$ cat src/rtl/mix_columns_iter.sv
// Iterative AES MixColumns / InvMixColumns engine with valid/ready handshakes.
// Transforms COLS_PER_CYCLE columns per clock in place on a captured 128-bit state.
module mix_columns_iter #(
    parameter int COLS_PER_CYCLE = 1,
    parameter int INVERSE_EN     = 1
) (
    input  logic         clk,
    input  logic         rst,
    input  logic         in_valid,
    output logic         in_ready,
    input  logic [127:0] in_state,
    input  logic         in_inverse,
    output logic         out_valid,
    input  logic         out_ready,
    output logic [127:0] out_state,
    output logic         busy
);

    if (!(COLS_PER_CYCLE == 1 || COLS_PER_CYCLE == 2 || COLS_PER_CYCLE == 4)) begin : g_bad_cols
        $error("mix_columns_iter: COLS_PER_CYCLE must be 1, 2 or 4");
    end

    typedef enum logic [1:0] {
        IDLE = 2'd0,
        RUN  = 2'd1,
        DONE = 2'd2
    } state_t;

    // Step wraps to 0 for four columns per cycle, so col_idx stays at 0 there.
    localparam logic [1:0] COL_STEP = 2'(COLS_PER_CYCLE);
    localparam logic [1:0] LAST_IDX = 2'(4 - COLS_PER_CYCLE);
    localparam logic       INV_BIT  = (INVERSE_EN != 0) ? 1'b1 : 1'b0;

    function automatic logic [7:0] xtime(input logic [7:0] a);
        return {a[6:0], 1'b0} ^ (a[7] ? 8'h1B : 8'h00);
    endfunction

    // c[j][k] is byte j times the k-th coefficient of the first matrix row.
    function automatic logic [31:0] mix_col(input logic [31:0] col, input logic inv);
        logic [7:0]            a;
        logic [7:0]            x2;
        logic [7:0]            x4;
        logic [7:0]            x8;
        logic [3:0][3:0][7:0]  c;
        logic [3:0][7:0]       b;
        c = '0;
        b = '0;
        for (int j = 0; j < 4; j++) begin
            a  = col[8*j +: 8];
            x2 = xtime(a);
            x4 = xtime(x2);
            x8 = xtime(x4);
            if (inv) begin
                c[j] = {x8 ^ a, x8 ^ x4 ^ a, x8 ^ x2 ^ a, x8 ^ x4 ^ x2};
            end else begin
                c[j] = {a, a, x2 ^ a, x2};
            end
        end
        for (int r = 0; r < 4; r++) begin
            for (int j = 0; j < 4; j++) begin
                b[r] = b[r] ^ c[j][2'(j - r)];
            end
        end
        return b;
    endfunction

    state_t          state_q, state_d;
    logic [3:0][31:0] work_q, work_d;
    logic [1:0]      col_idx_q, col_idx_d;
    logic            inv_q, inv_d;
    logic [127:0]    out_state_q, out_state_d;
    logic            out_valid_q, out_valid_d;
    logic            in_ready_q, in_ready_d;
    logic            busy_q, busy_d;

    // Next-state and datapath logic for the capture / run / present sequence.
    always_comb begin
        state_d     = state_q;
        work_d      = work_q;
        col_idx_d   = col_idx_q;
        inv_d       = inv_q;
        out_state_d = out_state_q;
        out_valid_d = out_valid_q;
        case (state_q)
            IDLE: begin
                if (in_valid && in_ready_q) begin
                    state_d   = RUN;
                    work_d    = in_state;
                    inv_d     = in_inverse & INV_BIT;
                    col_idx_d = 2'd0;
                end else begin
                    state_d = IDLE;
                end
            end
            RUN: begin
                for (int k = 0; k < COLS_PER_CYCLE; k++) begin
                    work_d[col_idx_q + 2'(k)] = mix_col(work_q[col_idx_q + 2'(k)], inv_q);
                end
                col_idx_d = col_idx_q + COL_STEP;
                if (col_idx_q == LAST_IDX) begin
                    state_d     = DONE;
                    out_valid_d = 1'b1;
                    out_state_d = work_d;
                end else begin
                    state_d = RUN;
                end
            end
            DONE: begin
                if (out_ready) begin
                    state_d     = IDLE;
                    out_valid_d = 1'b0;
                end else begin
                    state_d = DONE;
                end
            end
            default: begin
                state_d     = IDLE;
                col_idx_d   = 2'd0;
                out_valid_d = 1'b0;
            end
        endcase
        in_ready_d = (state_d == IDLE);
        busy_d     = (state_d != IDLE);
    end

    // State and output registers with synchronous reset.
    always_ff @(posedge clk) begin
        if (rst) begin
            state_q     <= IDLE;
            work_q      <= '0;
            col_idx_q   <= 2'd0;
            inv_q       <= 1'b0;
            out_state_q <= 128'd0;
            out_valid_q <= 1'b0;
            in_ready_q  <= 1'b1;
            busy_q      <= 1'b0;
        end else begin
            state_q     <= state_d;
            work_q      <= work_d;
            col_idx_q   <= col_idx_d;
            inv_q       <= inv_d;
            out_state_q <= out_state_d;
            out_valid_q <= out_valid_d;
            in_ready_q  <= in_ready_d;
            busy_q      <= busy_d;
        end
    end

    assign in_ready  = in_ready_q;
    assign out_valid = out_valid_q;
    assign out_state = out_state_q;
    assign busy      = busy_q;

endmodule
$ cat config.mk
export PLATFORM = sky130hd
export DESIGN_NAME = mix_columns_iter
export DESIGN_NICKNAME = d
export VERILOG_FILES = /design/src/rtl/mix_columns_iter.sv
export SDC_FILE = /design/constraint.sdc
export NUM_CORES = 1
export LEC_CHECK = 0
export ABC_AREA = 1
export CAP_MARGIN = 20
export CORE_ASPECT_RATIO = 2
export CORE_MARGIN = 8
export CORE_UTILIZATION = 44
export DETAILED_ROUTE_END_ITERATION = 10
export GPL_TIMING_DRIVEN = 1
export PLACE_DENSITY_LB_ADDON = 0.25
export SYNTH_ARGS = -nofsm -noshare
export SYNTH_HDL_FRONTEND = slang
export SYNTH_SLANG_ARGS = --single-unit
$ cat constraint.sdc
create_clock -name clk -period 1.3 [get_ports clk]
set_input_delay 0.26 -clock clk [delete_from_list [all_inputs] [get_ports clk]]
set_output_delay 0.26 -clock clk [all_outputs]
set_load 0.02 [all_outputs]
==> flow_metrics.tcl, run 1 <==
set metrics [dict create \
    ant_nets 0 \
    r2r_slack_ps -190 \
    grt_pass1_vias 9607 \
    synth_top_cells_by_count "nor2_1 (345), nand2_1 (288), dfxtp_1 (231)" \
    r2r-start "state_q[0]" \
    max_freq_mhz 672 \
    fp.coreArea_mm2 0.0224 \
    hold_buffers 0 \
    rsz0062_at_grt "true" \
    dr.first_iter.drc_count 957 \
    critPathBufInv 4 \
    final_area_mm2 0.0162 \
    path_cells "buf_6 -> nor2_4 -> buf_12 -> clkbuf_16 -> clkbuf_16 -> nand3_2 -> nand2_1 -> nor2_1 -> nor2_1" \
    tightest_slew_ps 442 \
    finalWirelength_um 40100 \
    reg2reg_depth 9 \
    grt_overflow_total 0 \
    fp.dieArea_mm2 0.0280 \
    fin_cells 2026 \
    path_depth 9 \
    placedInstanceArea_mm2 0.0127 \
    cts-root-buf "clkbuf_16" \
    viasPerCell 5.44 \
    fin_skew_ps 17.6 \
    gp_congestion 0.794 \
    core.rowCount 78 \
    preCtsSetupSlack_ps -371 \
    cp.required_ps 1740 \
    n_fill_cell 1616 \
    grt_pass1_wl_um 47500 \
    clkTransAtPathRegs_ps 70 \
    avgRoutedWirePerCell_um 19.8 \
    globalRouteTotalUtil_pct 20.4 \
    syn_inst 1477 \
    hold_path.class "primary input to flip-flop" \
    vdd_drop_max_mv 1.18 \
    r2r_end "work_q[21]" \
    endpoint "work_q[21]" \
    crit_fanout 6 \
    period_needed_ps 1490 \
    critPathCaptureType "flip-flop" \
    areaGrowthSynthToFinish_pct 62.1 \
    synth.most_common_cell "nor2_1" \
    drive_above_1_share_pct 37.9 \
    violations "setup timing" \
    yosysTopAreaCellShare_pct 46.4 \
    avgSynthCellArea_um2 6.75 \
    crit_family "buffers and inverters" \
    initial_core_util_pct 44.4 \
    synth_edf_count 0 \
    vias 11000 \
    die_h_um 229 \
    io_pins 264 \
    ys.flop_type "dfxtp_1" \
    clk_latency_ps 520 \
    hpwl_um 18300 \
    clockBufferDepth 3 \
    nets 1868 \
    cts_made_buffers 21 \
    cts.sinks 231 \
    die_width_um 122 \
    arrival_ps 1920 \
    final.setup.worst_slack_ps -187 \
    drv_slew 0 \
    crit_start "state_q[0]" \
    cap_violations 0 \
    grt_start_max_net_pins 95 \
    synth_area_leaders "dfxtp_1 (46%), nor2_1 (13%), nand2_1 (11%)" \
    antenna_found_initial 1 \
    drcViolationCount 0 \
    cts_tree "done" \
    synth_cell_type_count 16 \
    final_util_pct 72.0 \
    ys_ff_latch 231 \
    yosysTopAreaCell "dfxtp_1" \
    portBuffers 230 \
    status "finished, violations left" \
    worst_slew_margin_rel_pct 70.5 \
    drtPass1Iterations 5 \
    period_share_pct 114 \
    yosysWarnings 0 \
    max_stage_delay_ps 370 \
    netlist_area_mm2 0.00997 \
    hold_viol_final 0 \
    whs_ps 248 \
    setup_viol 211 \
    slowest_stage "dfxtp_4" \
    p_leak_nw 6.81 \
    htreeDepth 1 \
    syn_nets 1614 \
    async_flop_share_pct 0 \
    path_class "flip-flop to flip-flop" \
    ys_seq_area_share_pct 46.4 \
    powerDensity_mw_per_mm2 1090 \
    dpl.cell_count 1913 \
    critPathLaunchType "flip-flop" \
]
## routing by layer
metal / routed length (um) / global-route usage, % / vias up / part of all wire (%)
met2: 20300 / 36.2 / 537 / 51
met1: 14300 / 23.3 / 5224 / 36
met4: 2560 / 6.71 / 0 / 6.4
met3: 2880 / 4.48 / 159 / 7.2
met5: 0 / 0 / - / 0
li1: - / - / 5105 / -
## registers in the layout (all words and copies together) (netlist names)
name	flops
busy	1
col_idx_q	2
in_ready	1
out_state	128
out_valid	1
state_q	2
work_q	96
## placed cells by master, fill, tap and decap left out
cell | Yosys | routed
nand3_1 | 191 | 119
dfxtp_4 | 0 | 5
clkbuf_16 | 0 | 55
o21ai_2 | 0 | 3
diode_2 | 0 | 1
buf_4 | 0 | 66
inv_4 | 0 | 3
buf_6 | 6 | 16
bufinv_16 | 0 | 2
nand2_2 | 0 | 35
clkinvlp_4 | 0 | 1
a21oi_1 | 100 | 49
ha_4 | 0 | 4
nand3_2 | 1 | 69
buf_2 | 51 | 80
buf_16 | 0 | 13
inv_1 | 125 | 119
nand3_4 | 0 | 4
inv_8 | 0 | 1
buf_8 | 0 | 5
nor2_2 | 38 | 66
nor2_4 | 0 | 60
inv_6 | 0 | 3
nand2_8 | 0 | 2
nand2_1 | 288 | 205
inv_2 | 2 | 1
o21ai_0 | 39 | 24
nor2_1 | 345 | 257
buf_12 | 0 | 30
dfxtp_1 | 231 | 198
o21ai_1 | 0 | 12
clkdlybuf4s50_1 | 0 | 98
dfxtp_2 | 0 | 28
clkbuf_8 | 0 | 7
nand2_4 | 2 | 48
clkinv_2 | 0 | 3
a21oi_2 | 0 | 51
clkbuf_1 | 48 | 3
## power by group
part           internal [mW]  switching (mW)  leakage [nW]
Clock                   3.77            2.77         0.353
Combinational           1.51            2.05          4.56
Sequential              7.34           0.123          1.89
## how the worst min path moves through the flow
| stage | start | end | slack (ps) | cells past startpoint |
|---|---|---|---|---|
| 3_3_place_gp | out_state[114] | out_state[114] | 440 | 2 |
| 3_5_place_dp | out_state[100] | out_state[100] | 440 | 2 |
| 5_1_grt | rst | out_state[4] | 280 | 3 |
| 2_1_floorplan | state_q[1] | out_valid | 470 | 1 |
| 4_1_cts | rst | work_q[81] | 230 | 3 |
| 6_report | rst | out_state[4] | 250 | 3 |
## cell families after synthesis
family                   after synthesis  share of synthesized area, %
flip-flops                           231                          46.4
AND/OR/NAND/NOR                      865                          36.1
AO/OA/AOI/OAI                        139                          6.97
adder cells (fa/ha/maj)                4                         0.502
buffers and inverters                238                          10.0
## metrics by stage
| stage | TNS, ps | power (mW) |
|---|---|---|
| CTS | -3290 | 16.6 |
| finish | -12420 | 17.6 |
| global route | -25810 | 18.1 |
| floorplan | -3360 | 9.09 |
| global placement | -27200 | 9.85 |
| detailed placement | -34030 | 9.90 |
## repair_timing
| item | in CTS | in global routing |
|---|---|---|
| pin swaps | 45 | 173 |
| buffers inserted | 10 | 12 |
| gates cloned | 7 | 47 |
| endpoints found under the setup margin | 326 | 229 |
| resized for setup | 631 | 477 |
## tightest hold or removal path, delay by kind of cell
kind | cells | cell delay, ps
AO/OA/AOI/OAI | 1 | 40
buffers and inverters | 2 | 420
## layout make-up
class	count	area [um2]	share of cell area, %
Tap cell	280	350	2.17
Clock buffer	31	633	3.91
Clock inverter	6	82.6	0.511
Inverter	127	507	3.13
Antenna cell	1	2.50	0.0155
Sequential cell	231	4680	28.9
Multi-Input combinational cell	1008	5980	37.0
Timing Repair Buffer	342	3940	24.4
Note: power is estimated with default switching activity, not from simulation.
==> inputs of run 2 (changes only) <==
- CORE_ASPECT_RATIO: 2 -> not set
- CORE_MARGIN: 8 -> 5
- SLEW_MARGIN: not set -> 15
==> run 2 against run 1 <==
The run still ends with setup timing left; worst setup slack improved by 51 ps; die area fell by 8.0%; critical path depth shrank 2; global-route usage up 2.4 points; via count decreased by 3.7%; final cell count up 0.69%; total power up 3.3%; largest power group unchanged; critical endpoint is now out_state[68]; core utilization is 3.7 points lower; hold slack worse by 79 ps; combinational power is 1% lower; non-clock buffer count fell by 2.
==> flow_metrics.tcl, run 2 (synthesis gave the netlist of run 1 again) <==
set metrics [dict create \
    finalWirelength_um 36700 \
    r2r_slack_ps -140 \
    drive_above_1_share_pct 27.7 \
    n_fill_cell 1828 \
    status "finished, violations left" \
    drtPass1Iterations 6 \
    rsz0062_at_grt "true" \
    clkPwrFrac_pct 39.6 \
    cts-root-buf "clkbuf_16" \
    portBuffers 230 \
    fin_skew_ps 7.12 \
    core.rowCount 55 \
    critPathBufInv 3 \
    die_width_um 161 \
    initial_core_util_pct 44.3 \
    critPathLaunchType "flip-flop" \
    endpoint "out_state[68]" \
    multi_input_area_mm2 0.00503 \
    antenna_found_initial 4 \
    fp.coreArea_mm2 0.0225 \
    crit_family "buffers and inverters" \
    seqPwrFrac_pct 41.1 \
    avgRoutedWirePerCell_um 18.0 \
    r2r-start "col_idx_q[0]" \
    viasPerCell 5.20 \
    path_cells "ha_4 -> nand3_4 -> buf_6 -> buf_12 -> clkbuf_16 -> nand2_2 -> a21oi_1" \
    io_pins 264 \
    combPwrFrac_pct 19.3 \
    grt_pass1_wl_um 49200 \
    worstHoldStart "rst" \
    setup-tns-final_ps -10710 \
    critPathCaptureType "flip-flop" \
    vias 10600 \
    violations "setup timing" \
    hold_viol_final 0 \
    final_cell_mix "nor2_1 (273), nand2_1 (259), dfxtp_1 (213)" \
    clk_latency_ps 530 \
    crit_start "col_idx_q[0]" \
    cap_violations 0 \
    areaGrowthSynthToFinish_pct 54.2 \
    layout_commonest_cell "nor2_1" \
    ant_nets 0 \
    arrival_ps 1830 \
    gp_congestion 0.751 \
    worst_slew_margin_rel_pct 63.2 \
    clockBufferDepth 3 \
    cts.sinks 231 \
    cp.required_ps 1690 \
    final.setup.worst_slack_ps -136 \
    period_needed_ps 1440 \
    p_sw_share_pct 27.6 \
    p_leak_nw 6.74 \
    max_stage_delay_ps 400 \
    setup_viol 212 \
    path_class "flip-flop to flip-flop" \
    grt_overflow_total 0 \
    r2r_end "out_state[68]" \
    hold_buffers 0 \
    placedInstanceArea_mm2 0.0127 \
    fp.dieArea_mm2 0.0258 \
    cts_made_buffers 26 \
    drcViolationCount 0 \
    path_depth 7 \
    switchingPower_mw 5.00 \
    reg2reg_depth 7 \
    clkTransAtPathRegs_ps 60 \
    max_freq_mhz 696 \
    die_h_um 161 \
    hpwl_um 17100 \
    powerDensity_mw_per_mm2 1180 \
    period_share_pct 110 \
    dr.first_iter.drc_count 733 \
    crit_fanout 7 \
    vdd_drop_max_mv 1.09 \
    grt_start_max_net_pins 111 \
    globalRouteTotalUtil_pct 22.8 \
    tightest_slew_ps 552 \
    whs_ps 169 \
    slowest_stage "dfxtp_4" \
    final_area_mm2 0.0154 \
    htreeDepth 1 \
    cts_tree "done" \
    hold_path.class "primary input to flip-flop" \
    preCtsSetupSlack_ps -588 \
    drv_slew 0 \
    largest_reg_flops 128 \
    grt_pass1_vias 9534 \
    seqCellArea_mm2 0.00466 \
    nets 1872 \
    p_int_mw 13.1 \
]
-- run 2: changes by cell type in the layout (fill, tap and decap cells not counted), sizes merged --
cell	delta
clkbuf	+7
clkinvlp	-1
bufinv	-1
buf	-3
nor2	+1
clkinv	+6
-- run 2: timing repair --
| item | CTS | global route |
|---|---|---|
| gates cloned | 11 | 45 |
| pin swaps | 4 | 91 |
| setup endpoints to repair | 327 | 320 |
| resized for setup | 679 | 202 |
| setup buffers | 8 | 10 |
-- run 2: worst min path at each step --
stage / endpoint / slack [ps] / cells after the start
floorplan: out_valid / 470 / 1
global placement: out_state[96] / 440 / 2
detailed placement: out_state[98] / 450 / 2
CTS: work_q[94] / 150 / 4
global route: work_q[94] / 190 / 4
finish: work_q[94] / 170 / 4
-- run 2: through the flow --
stage	instances	power [mW]	utilization, %
floorplan	1477	9.09	-
global placement	1918	9.87	56.3
detailed placement	1918	9.89	56.3
CTS	1984	17.4	60.8
global route	2040	18.8	68.4
finish	2040	18.1	68.4
-- run 2: area by class of cell --
type / count / area share, %
multi-input combinational: 1009 / 32.7
sequential: 231 / 30.3
timing repair buffer: 340 / 26.0
clock buffer: 37 / 4.90
inverter: 127 / 3.21
tap: 285 / 2.32
clock inverter: 10 / 0.488
antenna: 1 / 0.0163
-- run 2: tightest hold or removal path, delay by kind of cell --
kind,cells,cell delay (ps)
buf+inv,2,230
compound gates,1,120
simple gates,1,50
-- run 2: power by group through the flow --
stage | Combinational (mW) | Clock, mW | Sequential (mW)
floorplan | 1.51 | 0 | 7.58
global placement | 2.29 | 0 | 7.59
detailed placement | 2.30 | 0 | 7.59
CTS | 2.65 | 7.28 | 7.44
global route | 3.74 | 7.60 | 7.47
finish | 3.50 | 7.19 | 7.45
-- run 2: routing by layer --
| metal | vias to the layer above | GRT usage [%] | routed length (um) |
|---|---|---|---|
| met3 | 102 | 5.57 | 3050 |
| met5 | - | 0 | 28 |
| li1 | 5138 | - | - |
| met1 | 4908 | 29.4 | 14900 |
| met4 | 6 | 7.90 | 1390 |
| met2 | 460 | 37.5 | 17300 |
